## config.mk

```make
export PLATFORM = sky130hd
export DESIGN_NAME = seq_muldiv
export DESIGN_NICKNAME = d
export VERILOG_FILES = /design/src/rtl/seq_muldiv.sv
export SDC_FILE = /design/constraint.sdc
export NUM_CORES = 1
export LEC_CHECK = 0
export CAP_MARGIN = 20
export CORE_AREA = 2 2 302 215
export DETAILED_ROUTE_END_ITERATION = 12
export DIE_AREA = 0 0 304 217
export SLEW_MARGIN = 20
export SYNTH_ARGS = -nofsm -noshare
export SYNTH_HDL_FRONTEND = slang
export SYNTH_SLANG_ARGS = --single-unit
```

## constraint.sdc

```tcl
create_clock -name CLK -period 4.4 [get_ports CLK]
set_clock_uncertainty 0.1 [all_clocks]
set_input_delay 0.88 -clock CLK [delete_from_list [all_inputs] [get_ports CLK]]
set_output_delay 0.88 -clock CLK [all_outputs]
set_load 0.1 [all_outputs]
```

## src/rtl/seq_muldiv.sv

```systemverilog
// ---------------------------------------------------------------------------
// seq_muldiv -- sequential multiplier / divider
//
// One operation at a time. Multiply is shift-add and divide is restoring,
// one bit per clock. Signed operations work on magnitudes and correct the
// sign once the iterations are finished.
//
// Optional feature macro: MULDIV_EARLY_OUT_EN
//   When defined, a multiply stops iterating once the remaining multiplier
//   magnitude is zero (always at least one iteration). Divide is unaffected.
//
// Ports
//   CLK    in   rising-edge clock
//   RST    in   synchronous active-high reset, wins over CE
//   CE     in   clock enable; low freezes every register
//   START  in   start request, accepted only while idle
//   OP     in   00 umul, 01 smul, 10 udiv, 11 sdiv
//   A, B   in   multiplicand/dividend, multiplier/divisor
//   BUSY   out  high in PREP, ITER and FIX
//   DONE   out  one-cycle pulse in the cycle after FIX
//   LO     out  product low half or quotient
//   HI     out  product high half or remainder
//   DZ     out  divide-by-zero flag of the last operation
// ---------------------------------------------------------------------------
module seq_muldiv #(
    parameter int WIDTH = 32
) (
    input  logic             CLK,
    input  logic             RST,
    input  logic             CE,
    input  logic             START,
    input  logic [1:0]       OP,
    input  logic [WIDTH-1:0] A,
    input  logic [WIDTH-1:0] B,
    output logic             BUSY,
    output logic             DONE,
    output logic [WIDTH-1:0] LO,
    output logic [WIDTH-1:0] HI,
    output logic             DZ
);

    localparam int CW = $clog2(WIDTH + 1);

    typedef enum logic [1:0] {
        IDLE = 2'b00,
        PREP = 2'b01,
        ITER = 2'b10,
        FIX  = 2'b11
    } state_t;

    state_t             state_r;
    logic [1:0]         op_r;          // op_r[1]: divide, op_r[0]: signed
    logic [WIDTH-1:0]   a_r;
    logic [WIDTH-1:0]   b_r;
    // Multiply: x_r is the left-shifting multiplicand, acc_r the product.
    // Divide:   x_r low half shifts the dividend out and the quotient in,
    //           acc_r low half is the partial remainder.
    logic [2*WIDTH-1:0] x_r;
    logic [2*WIDTH-1:0] acc_r;
    logic [WIDTH-1:0]   y_r;           // multiplier (shifting) or divisor
    logic [CW-1:0]      cnt_r;
    logic               neg_res_r;
    logic               neg_rem_r;
    logic               dz_pend_r;
    logic               busy_r;
    logic               done_r;
    logic               dz_r;
    logic [WIDTH-1:0]   lo_r;
    logic [WIDTH-1:0]   hi_r;

    logic               a_neg_s;
    logic               b_neg_s;
    logic [WIDTH-1:0]   a_mag_s;
    logic [WIDTH-1:0]   b_mag_s;
    logic [2*WIDTH-1:0] mul_acc_s;
    logic [WIDTH-1:0]   y_next_s;
    logic [WIDTH:0]     div_shift_s;
    logic [WIDTH:0]     div_diff_s;
    logic               div_bit_s;
    logic [WIDTH-1:0]   div_rem_s;
    logic               last_s;
    logic [2*WIDTH-1:0] prod_s;
    logic [WIDTH-1:0]   quo_s;
    logic [WIDTH-1:0]   rem_s;

    // Operand signs and magnitudes consumed in PREP
    always_comb begin
        a_neg_s = op_r[0] & a_r[WIDTH-1];
        b_neg_s = op_r[0] & b_r[WIDTH-1];
        if (a_neg_s) begin
            a_mag_s = -a_r;
        end else begin
            a_mag_s = a_r;
        end
        if (b_neg_s) begin
            b_mag_s = -b_r;
        end else begin
            b_mag_s = b_r;
        end
    end

    // One iteration step for both multiply and divide
    always_comb begin
        if (y_r[0]) begin
            mul_acc_s = acc_r + x_r;
        end else begin
            mul_acc_s = acc_r;
        end
        y_next_s = {1'b0, y_r[WIDTH-1:1]};

        // Trial subtraction; the top bit of the difference is the borrow.
        div_shift_s = {acc_r[WIDTH-1:0], x_r[WIDTH-1]};
        div_diff_s  = div_shift_s - {1'b0, y_r};
        div_bit_s   = ~div_diff_s[WIDTH];
        if (div_bit_s) begin
            div_rem_s = div_diff_s[WIDTH-1:0];
        end else begin
            div_rem_s = div_shift_s[WIDTH-1:0];
        end

`ifdef MULDIV_EARLY_OUT_EN
        last_s = (cnt_r == CW'(WIDTH - 1)) | (~op_r[1] & ~(|y_next_s));
`else
        last_s = (cnt_r == CW'(WIDTH - 1));
`endif
    end

    // Sign correction applied in FIX; remainder follows the dividend sign
    always_comb begin
        if (neg_res_r) begin
            prod_s = -acc_r;
            quo_s  = -x_r[WIDTH-1:0];
        end else begin
            prod_s = acc_r;
            quo_s  = x_r[WIDTH-1:0];
        end
        if (neg_rem_r) begin
            rem_s = -acc_r[WIDTH-1:0];
        end else begin
            rem_s = acc_r[WIDTH-1:0];
        end
    end

    // Control FSM, iteration datapath and registered outputs
    always_ff @(posedge CLK) begin
        if (RST) begin
            state_r   <= IDLE;
            op_r      <= 2'b00;
            a_r       <= {WIDTH{1'b0}};
            b_r       <= {WIDTH{1'b0}};
            x_r       <= {(2*WIDTH){1'b0}};
            acc_r     <= {(2*WIDTH){1'b0}};
            y_r       <= {WIDTH{1'b0}};
            cnt_r     <= {CW{1'b0}};
            neg_res_r <= 1'b0;
            neg_rem_r <= 1'b0;
            dz_pend_r <= 1'b0;
            busy_r    <= 1'b0;
            done_r    <= 1'b0;
            dz_r      <= 1'b0;
            lo_r      <= {WIDTH{1'b0}};
            hi_r      <= {WIDTH{1'b0}};
        end else if (CE) begin
            done_r <= 1'b0;
            case (state_r)
                IDLE: begin
                    if (START) begin
                        op_r    <= OP;
                        a_r     <= A;
                        b_r     <= B;
                        busy_r  <= 1'b1;
                        state_r <= PREP;
                    end else begin
                        busy_r  <= 1'b0;
                    end
                end
                PREP: begin
                    neg_res_r <= a_neg_s ^ b_neg_s;
                    neg_rem_r <= a_neg_s;
                    x_r       <= {{WIDTH{1'b0}}, a_mag_s};
                    y_r       <= b_mag_s;
                    acc_r     <= {(2*WIDTH){1'b0}};
                    cnt_r     <= {CW{1'b0}};
                    // A zero divisor goes straight to FIX.
                    if (op_r[1] && (b_r == {WIDTH{1'b0}})) begin
                        dz_pend_r <= 1'b1;
                        state_r   <= FIX;
                    end else begin
                        dz_pend_r <= 1'b0;
                        state_r   <= ITER;
                    end
                end
                ITER: begin
                    if (op_r[1]) begin
                        acc_r <= {{WIDTH{1'b0}}, div_rem_s};
                        x_r   <= {{WIDTH{1'b0}}, x_r[WIDTH-2:0], div_bit_s};
                    end else begin
                        acc_r <= mul_acc_s;
                        x_r   <= {x_r[2*WIDTH-2:0], 1'b0};
                        y_r   <= y_next_s;
                    end
                    cnt_r <= cnt_r + CW'(1);
                    if (last_s) begin
                        state_r <= FIX;
                    end else begin
                        state_r <= ITER;
                    end
                end
                FIX: begin
                    if (dz_pend_r) begin
                        lo_r <= {WIDTH{1'b1}};
                        hi_r <= a_r;
                        dz_r <= 1'b1;
                    end else if (op_r[1]) begin
                        lo_r <= quo_s;
                        hi_r <= rem_s;
                        dz_r <= 1'b0;
                    end else begin
                        lo_r <= prod_s[WIDTH-1:0];
                        hi_r <= prod_s[2*WIDTH-1:WIDTH];
                        dz_r <= 1'b0;
                    end
                    done_r  <= 1'b1;
                    busy_r  <= 1'b0;
                    state_r <= IDLE;
                end
                default: begin
                    busy_r  <= 1'b0;
                    state_r <= IDLE;
                end
            endcase
        end
    end

    assign BUSY = busy_r;
    assign DONE = done_r;
    assign LO   = lo_r;
    assign HI   = hi_r;
    assign DZ   = dz_r;

endmodule

```

==> reports/metrics.yaml, run 1 <==
status: "completed"
p_clk_share_pct: 42.6
whs_ns: 0.3652
antenna_found_initial: 1
die_w_um: 304
vias_per_cell: 5.696
cts_tree: "built"
synth_cell_types: 80
io_buffers: 136
gp_congestion: 0.9663
arrival_ns: 4.33
start_kind: "flip-flop"
setup_violations: 0
cts_resized: 0
switching_share_pct: 29.40
drv_slew: 0
cts_buffers: 35
syn-num-nets: 3222
ys_ff_latch: 304
h-tree-depth: 2
syn_area_sq_um: 21860
drive_gt1_share_pct: 5.687
power.internal_mw: 4.921
synth_compound_area_share_pct: 26.79
fillers: 6678
leakagePower_nw: 9.576
first_iter_violations: 2729
synth-simple-area-share_pct: 22.92
pin_count: 137
cp_max_fo: 6
syn_to_final_growth_pct: 15.42
num_antenna_cells: 0
synthMuxAreaShare_pct: 1.826
ant_nets: 0
clk_pin_slew_ns: 0.06
rsz0062_at_grt: "false"
clockBufferDepth: 3
cts.sinks: 304
synthArstFlopShare_pct: 0
hold_path.class: "reg -> reg"
r2r_cells: 13
grt_pass1_vias: 19813
synth_xor_area_share_pct: 9.217
core_sq_um: 63530
min-delay-start: "y_r[6]$_SDFFE_PP0P_"
p_sw_mw: 2.050
r2r_start: "x_r[0]$_SDFFE_PP0P_"
ff2ff_setup_slack_ns: 0.40
max_slew_margin_pct: 22.02
maxCapViolations: 0
synth_top_family_by_area: "compound AO/OA/AOI/OAI gates"
vias: 22412
grt_pass1_wl_um: 120700
ys_seq_area_share_pct: 27.85
final_nets: 3250
die_h_um: 217
peakVddDrop_uv: 219.3
hold_viol_final: 0
ys.flop_type: "dfxtp_1"
required_ns: 4.73
clock_latency_ns: 0.56
synth_area_per_cell_sq_um: 7.175
grt.overflow.total: 0
crit_path_end: "acc_r[62]$_SDFFE_PP0P_"
gr-usage-all-layers_pct: 23.08
start_util_pct: 34.40
max_freq_ghz: 0.2500
grt_start_max_net_pins: 179
p_per_area_nw_per_um2: 276.3
cts_setup_buffers: 0
routed_wl_um: 79110
r2r_end: "acc_r[62]$_SDFFE_PP0P_"
period_share_pct: 90.92
synth_edf_count: 0
tightest_slew_ns: 1.166
rows: 78
tns_ns: 0
wl_per_cell_um: 20.10
crit_path_end_kind: "flip-flop"
hold_buffers: 0
yosysWarnings: 0
worstSetupPathType: "reg -> reg"
layout_min_cycle_time_ns: 4.000
synth_fa_ha_area_share_pct: 6.137
fp.dieArea_sq_um: 65970
dr.pass1.iters: 6
startpoint: "x_r[0]$_SDFFE_PP0P_"
netlist_instances: 3046
cts-root-buf: "clkbuf_16"
seqPwrFrac_pct: 41.4
drcViolationCount: 0
hpwlAfterDp_um: 60320
p_comb_share_pct: 16.1
==> final cells by class <==
type | count | area, sq um | share of cell area, %
repair buffers | 218 | 2018 | 8.000
multi-input cells | 2441 | 14660 | 58.12
flip-flops and latches | 304 | 6092 | 24.15
clock inverters | 12 | 128.9 | 0.5109
inverters | 74 | 277.8 | 1.101
clock buffers | 46 | 997.2 | 3.953
well taps | 840 | 1051 | 4.166
==> per-stage QoR <==
stage	util, %	area, sq um	cells	worst slack (ns)	power [mW]
after floorplan	-	21860	3046	0.9554	3.679
after global placement	37.93	24100	3877	0.5449	4.045
after CTS	39.71	25230	3935	0.4267	7.002
after global routing	39.71	25230	3935	0.03970	7.230
final	39.71	25230	3935	0.3997	6.970
after detailed placement	37.93	24100	3877	0.4914	4.039
==> flip-flops by register name, indices dropped and copies added (netlist names) <==
register	cells
neg_res_r	1
acc_r	64
x_r	64
dz_pend_r	1
HI	32
DONE	1
BUSY	1
state_r	2
a_r	32
cnt_r	6
DZ	1
LO	32
neg_rem_r	1
b_r	32
y_r	32
op_r	2
==> cell usage after synthesis (18+ instances only) <==
cell type | instances | area [sq um]
ha_1 | 104 | 1301
o31ai_1 | 37 | 277.8
nor3_1 | 92 | 460.4
a31oi_1 | 33 | 206.5
o211ai_1 | 23 | 172.7
and3_1 | 24 | 150.1
a21oi_1 | 297 | 1486
xor2_1 | 95 | 832.1
clkbuf_1 | 201 | 754.5
nand2_1 | 498 | 1869
o21ai_0 | 226 | 1131
nor2b_1 | 30 | 187.7
a21o_1 | 69 | 518.0
dfxtp_1 | 304 | 6086
or3_1 | 22 | 137.6
nor2_1 | 285 | 1070
inv_1 | 73 | 274.0
nand4_1 | 41 | 256.5
a211oi_1 | 65 | 488.0
nand3_1 | 34 | 170.2
mux2i_1 | 32 | 320.3
o21a_1 | 18 | 135.1
a22oi_1 | 58 | 435.4
xnor2_1 | 135 | 1182
==> critical path: stages, from the launching register on <==
cell and delay (ns):
dfxtp_1 0.43, ha_1 0.23, inv_1 0.06, fa_1 0.39
nand2b_1 0.18, a21oi_1 0.29, o2111ai_1 0.20, a311oi_1 0.52
o31ai_1 0.26, o31ai_2 0.37, a21boi_1 0.16, o41ai_1 0.43
xnor2_1 0.16, o21ai_0 0.09
==> worst min-delay path by stage <==
stage | endpoint | slack [ns] | cells after the start
final | y_r[6]$_SDFFE_PP0P_ | 0.37 | 2
after CTS | y_r[6]$_SDFFE_PP0P_ | 0.36 | 2
after floorplan | y_r[15]$_SDFFE_PP0P_ | 0.34 | 2
after global placement | y_r[6]$_SDFFE_PP0P_ | 0.35 | 2
after global routing | HI[30]$_SDFFE_PP0P_ | 0.38 | 2
after detailed placement | y_r[6]$_SDFFE_PP0P_ | 0.35 | 2
==> per-layer routing <==
metal / vias to the layer above / share of wire, % / wire, um / track usage (%)
met3: 86 / 9.6 / 7605 / 4.372
met4: 2 / 2.0 / 1574 / 5.473
met2: 910 / 40 / 31260 / 32.16
li1: 10860 / - / - / -
met1: 10554 / 49 / 38650 / 35.78
met5: - / 0.016 / 13 / 0
==> kinds of logic (layout without fill, tap and decap cells) <==
family	Yosys count	count (layout)
simple gates	1123	1123
buf+inv	301	350
mux	36	36
flops	304	304
compound gates	946	946
xor+xnor	230	230
fa+ha+maj	106	106
==> placed cells by master (no fill, tap or decap), types with 37 or more instances in the layout <==
cell / instances
inv_1: 73
nand4_1: 41
buf_4: 79
nand2_1: 497
dfxtp_1: 301
clkdlybuf4s50_1: 135
o31ai_1: 37
xnor2_1: 135
a22oi_1: 58
nor3_1: 91
a211oi_1: 65
nor2_1: 283
a21o_1: 69
xor2_1: 95
ha_1: 103
a21oi_1: 297
o21ai_0: 226
==> power by group through the flow <==
stage	sequential, mW	combinational [mW]	clock (mW)
floorplan	2.96	0.719	0
global placement	2.94	1.10	0
detailed placement	2.94	1.09	0
CTS	2.88	1.10	3.02
global route	2.89	1.21	3.13
finish	2.88	1.12	2.97
No activity file was read; power rests on OpenSTA's default activity.
==> inputs of run 2 (changes only) <==
--- a/config.mk
+++ b/config.mk
@@ -9,6 +9,7 @@
 export CORE_AREA = 2 2 302 215
 export DETAILED_ROUTE_END_ITERATION = 12
 export DIE_AREA = 0 0 304 217
+export MAX_ROUTING_LAYER = met4
 export SLEW_MARGIN = 20
 export SYNTH_ARGS = -nofsm -noshare
 export SYNTH_HDL_FRONTEND = slang
==> run 2 against run 1 <==
Cell count up 0.23%. Via count down 0.58%. Global-route usage up 1.3 points. Die area unchanged. Clock-buffer cell count up 7. Flip-flop and latch count unchanged. Cell area up 0.53%. Fmax about the same. Highest routed layer is now met4.
==> reports/metrics.yaml, run 2 (synthesized netlist as in run 1, its figures left out) <==
status: "completed"  # unchanged
cts.sinks: 304  # unchanged
rsz0062_at_grt: "false"  # unchanged
drive_gt1_share_pct: 5.769  # was 5.687%
p_per_area_nw_per_um2: 281.9  # was 276.3 nW/um^2
vias: 22283  # was 22412
first_iter_violations: 2164  # was 2729
setup_violations: 0  # unchanged
die_w_um: 304  # unchanged
max_slew_margin_pct: 24.90  # was 22.02%
largestRegisters: "acc_r: 64 flops, x_r: 64 flops"  # unchanged
final_nets: 3253  # was 3250
tns_ns: 0  # unchanged
hold_path.class: "reg -> reg"  # unchanged
routed_wl_um: 80890  # was 79110 um
top_usage_layer: "met1"  # unchanged
core_sq_um: 63530  # unchanged
grt.overflow.total: 0  # unchanged
tightest_slew_ns: 1.123  # was 1.166 ns
start_kind: "flip-flop"  # unchanged
critPathMaxStageDelay_ns: 0.55  # was 0.52 ns
grt_pass1_vias: 19961  # was 19813
vias_per_cell: 5.650  # was 5.696
hpwlAfterDp_um: 61710  # was 60320 um
wl_per_cell_um: 20.51  # was 20.10 um
maxCapViolations: 0  # unchanged
leakagePower_nw: 9.644  # was 9.576 nW
grt_pass1_wl_um: 123300  # was 120700 um
startpoint: "x_r[0]$_SDFFE_PP0P_"  # unchanged
min-delay-start: "y_r[15]$_SDFFE_PP0P_"  # was y_r[6]$_SDFFE_PP0P_
clock_latency_ns: 0.56  # about the same
use_met1_pct: 36.81  # was 35.78%
cpMaxStageDelayCell: "a311oi_1"  # unchanged
period_share_pct: 90.93  # was 90.92%
cts_tree: "built"  # unchanged
gp_congestion: 0.9868  # was 0.9663
clockBufferDepth: 3  # unchanged
io_buffers: 136  # unchanged
grt_use_met3_pct: 5.044  # was 4.372%
layout_commonest_cell: "nand2_1"  # unchanged
antenna_found_initial: 0  # was 1
whs_ns: 0.3571  # was 0.3652 ns
max_freq_ghz: 0.2499  # was 0.2500 GHz
cp_max_fo: 6  # unchanged
arrival_ns: 4.34  # was 4.33 ns
clk_pin_slew_ns: 0.06  # about the same
pin_count: 137  # unchanged
critPathTopFamily: "compound AO/OA/AOI/OAI gates"  # unchanged
grt_start_max_net_pins: 165  # was 179
drv_slew: 0  # unchanged
cts_buffers: 37  # was 35
required_ns: 4.74  # was 4.73 ns
gr-usage-all-layers_pct: 24.39  # was 23.08%
h-tree-depth: 2  # unchanged
ant_nets: 0  # unchanged
peakVddDrop_uv: 212.1  # was 219.3 uV
crit_path_end_kind: "flip-flop"  # unchanged
crit_chain: "ha_1 -> inv_1 -> fa_1 -> nand2b_1 -> a21oi_1 -> o2111ai_1 -> a311oi_1 -> o31ai_1 -> o31ai_2 -> a21boi_1 -> o41ai_1 -> xnor2_1 -> o21ai_0"  # unchanged
final_cell_mix: "nand2_1 (497), dfxtp_1 (301), a21oi_1 (297)"  # unchanged
r2r_start: "x_r[0]$_SDFFE_PP0P_"  # unchanged
fin_ws_ns: 0.3989  # was 0.3997 ns
layout_min_cycle_time_ns: 4.001  # was 4.000 ns
cts-root-buf: "clkbuf_16"  # unchanged
fp.dieArea_sq_um: 65970  # unchanged
cts_resized: 0  # unchanged
rows: 78  # unchanged
die_h_um: 217  # unchanged
worstSetupPathType: "reg -> reg"  # unchanged
dr.pass1.iters: 6  # unchanged
cts_setup_buffers: 0  # unchanged
pre_cts_slack_ns: 0.4358  # was 0.4914 ns
hold_buffers: 0  # unchanged
drcViolationCount: 0  # unchanged
critPathBufInv: 1  # unchanged
met2_usage_pct: 32.66  # was 32.16%
syn_to_final_growth_pct: 16.04  # was 15.42%
start_util_pct: 34.40  # unchanged
hold_viol_final: 0  # unchanged
run 2: cell count changes in the layout (fill, tap and decap cells not counted), sizes merged:
cell / previous run / this run
buf: 82 / 83
clkbuf: 47 / 54
clkinv: 5 / 7
clkinvlp: 3 / 1
diode: 0 / 1
run 2: where the power goes:
group / internal (mW) / leakage (nW) / total, mW / switching, mW
Sequential: 2.81 / 2.46 / 2.89 / 0.0857
Combinational: 0.404 / 6.59 / 1.13 / 0.721
Clock: 1.83 / 0.597 / 3.13 / 1.30
Total: 5.04 / 9.64 / 7.15 / 2.11
run 2: per-stage QoR:
step                      instance area (sq um)  util, %  total power [mW]  instances
after global routing                      25360    39.91             7.418       3943
final                                     25360    39.92             7.148       3944
after global placement                    24150    38.00             4.053       3878
after floorplan                           21860        -             3.679       3046
after CTS                                 25360    39.91             7.177       3943
after detailed placement                  24150    38.00             4.050       3878
run 2: worst paths after layout:
path | endpoint | slack (ns) | depth (start not counted)
max | acc_r[62]$_SDFFE_PP0P_ | 0.40 | 13
min | y_r[15]$_SDFFE_PP0P_ | 0.36 | 2
max reg2reg | acc_r[62]$_SDFFE_PP0P_ | 0.40 | 13
min reg2reg | y_r[15]$_SDFFE_PP0P_ | 0.36 | 2
run 2: worst reg2reg max path, stage by stage (launching register included):
cell,delay [ns]
dfxtp_1,0.43
ha_1,0.23
inv_1,0.06
fa_1,0.40
nand2b_1,0.18
a21oi_1,0.25
o2111ai_1,0.19
a311oi_1,0.55
o31ai_1,0.27
o31ai_2,0.38
a21boi_1,0.15
o41ai_1,0.44
xnor2_1,0.16
o21ai_0,0.08
run 2: metal layers:
layer	vias to the layer above	wire length, um
met3	96	7634
li1	10861	-
met4	0	1544
met2	867	31510
met1	10459	40200
met5	-	0
run 2: cell type report:
type	instances	area, sq um
inverters	74	277.8
repair buffers	219	2063
clock buffers	53	1077
diodes	1	2.502
multi-input cells	2441	14660
clock inverters	12	135.1
well taps	840	1051
flip-flops and latches	304	6092
fillers	6635	38170
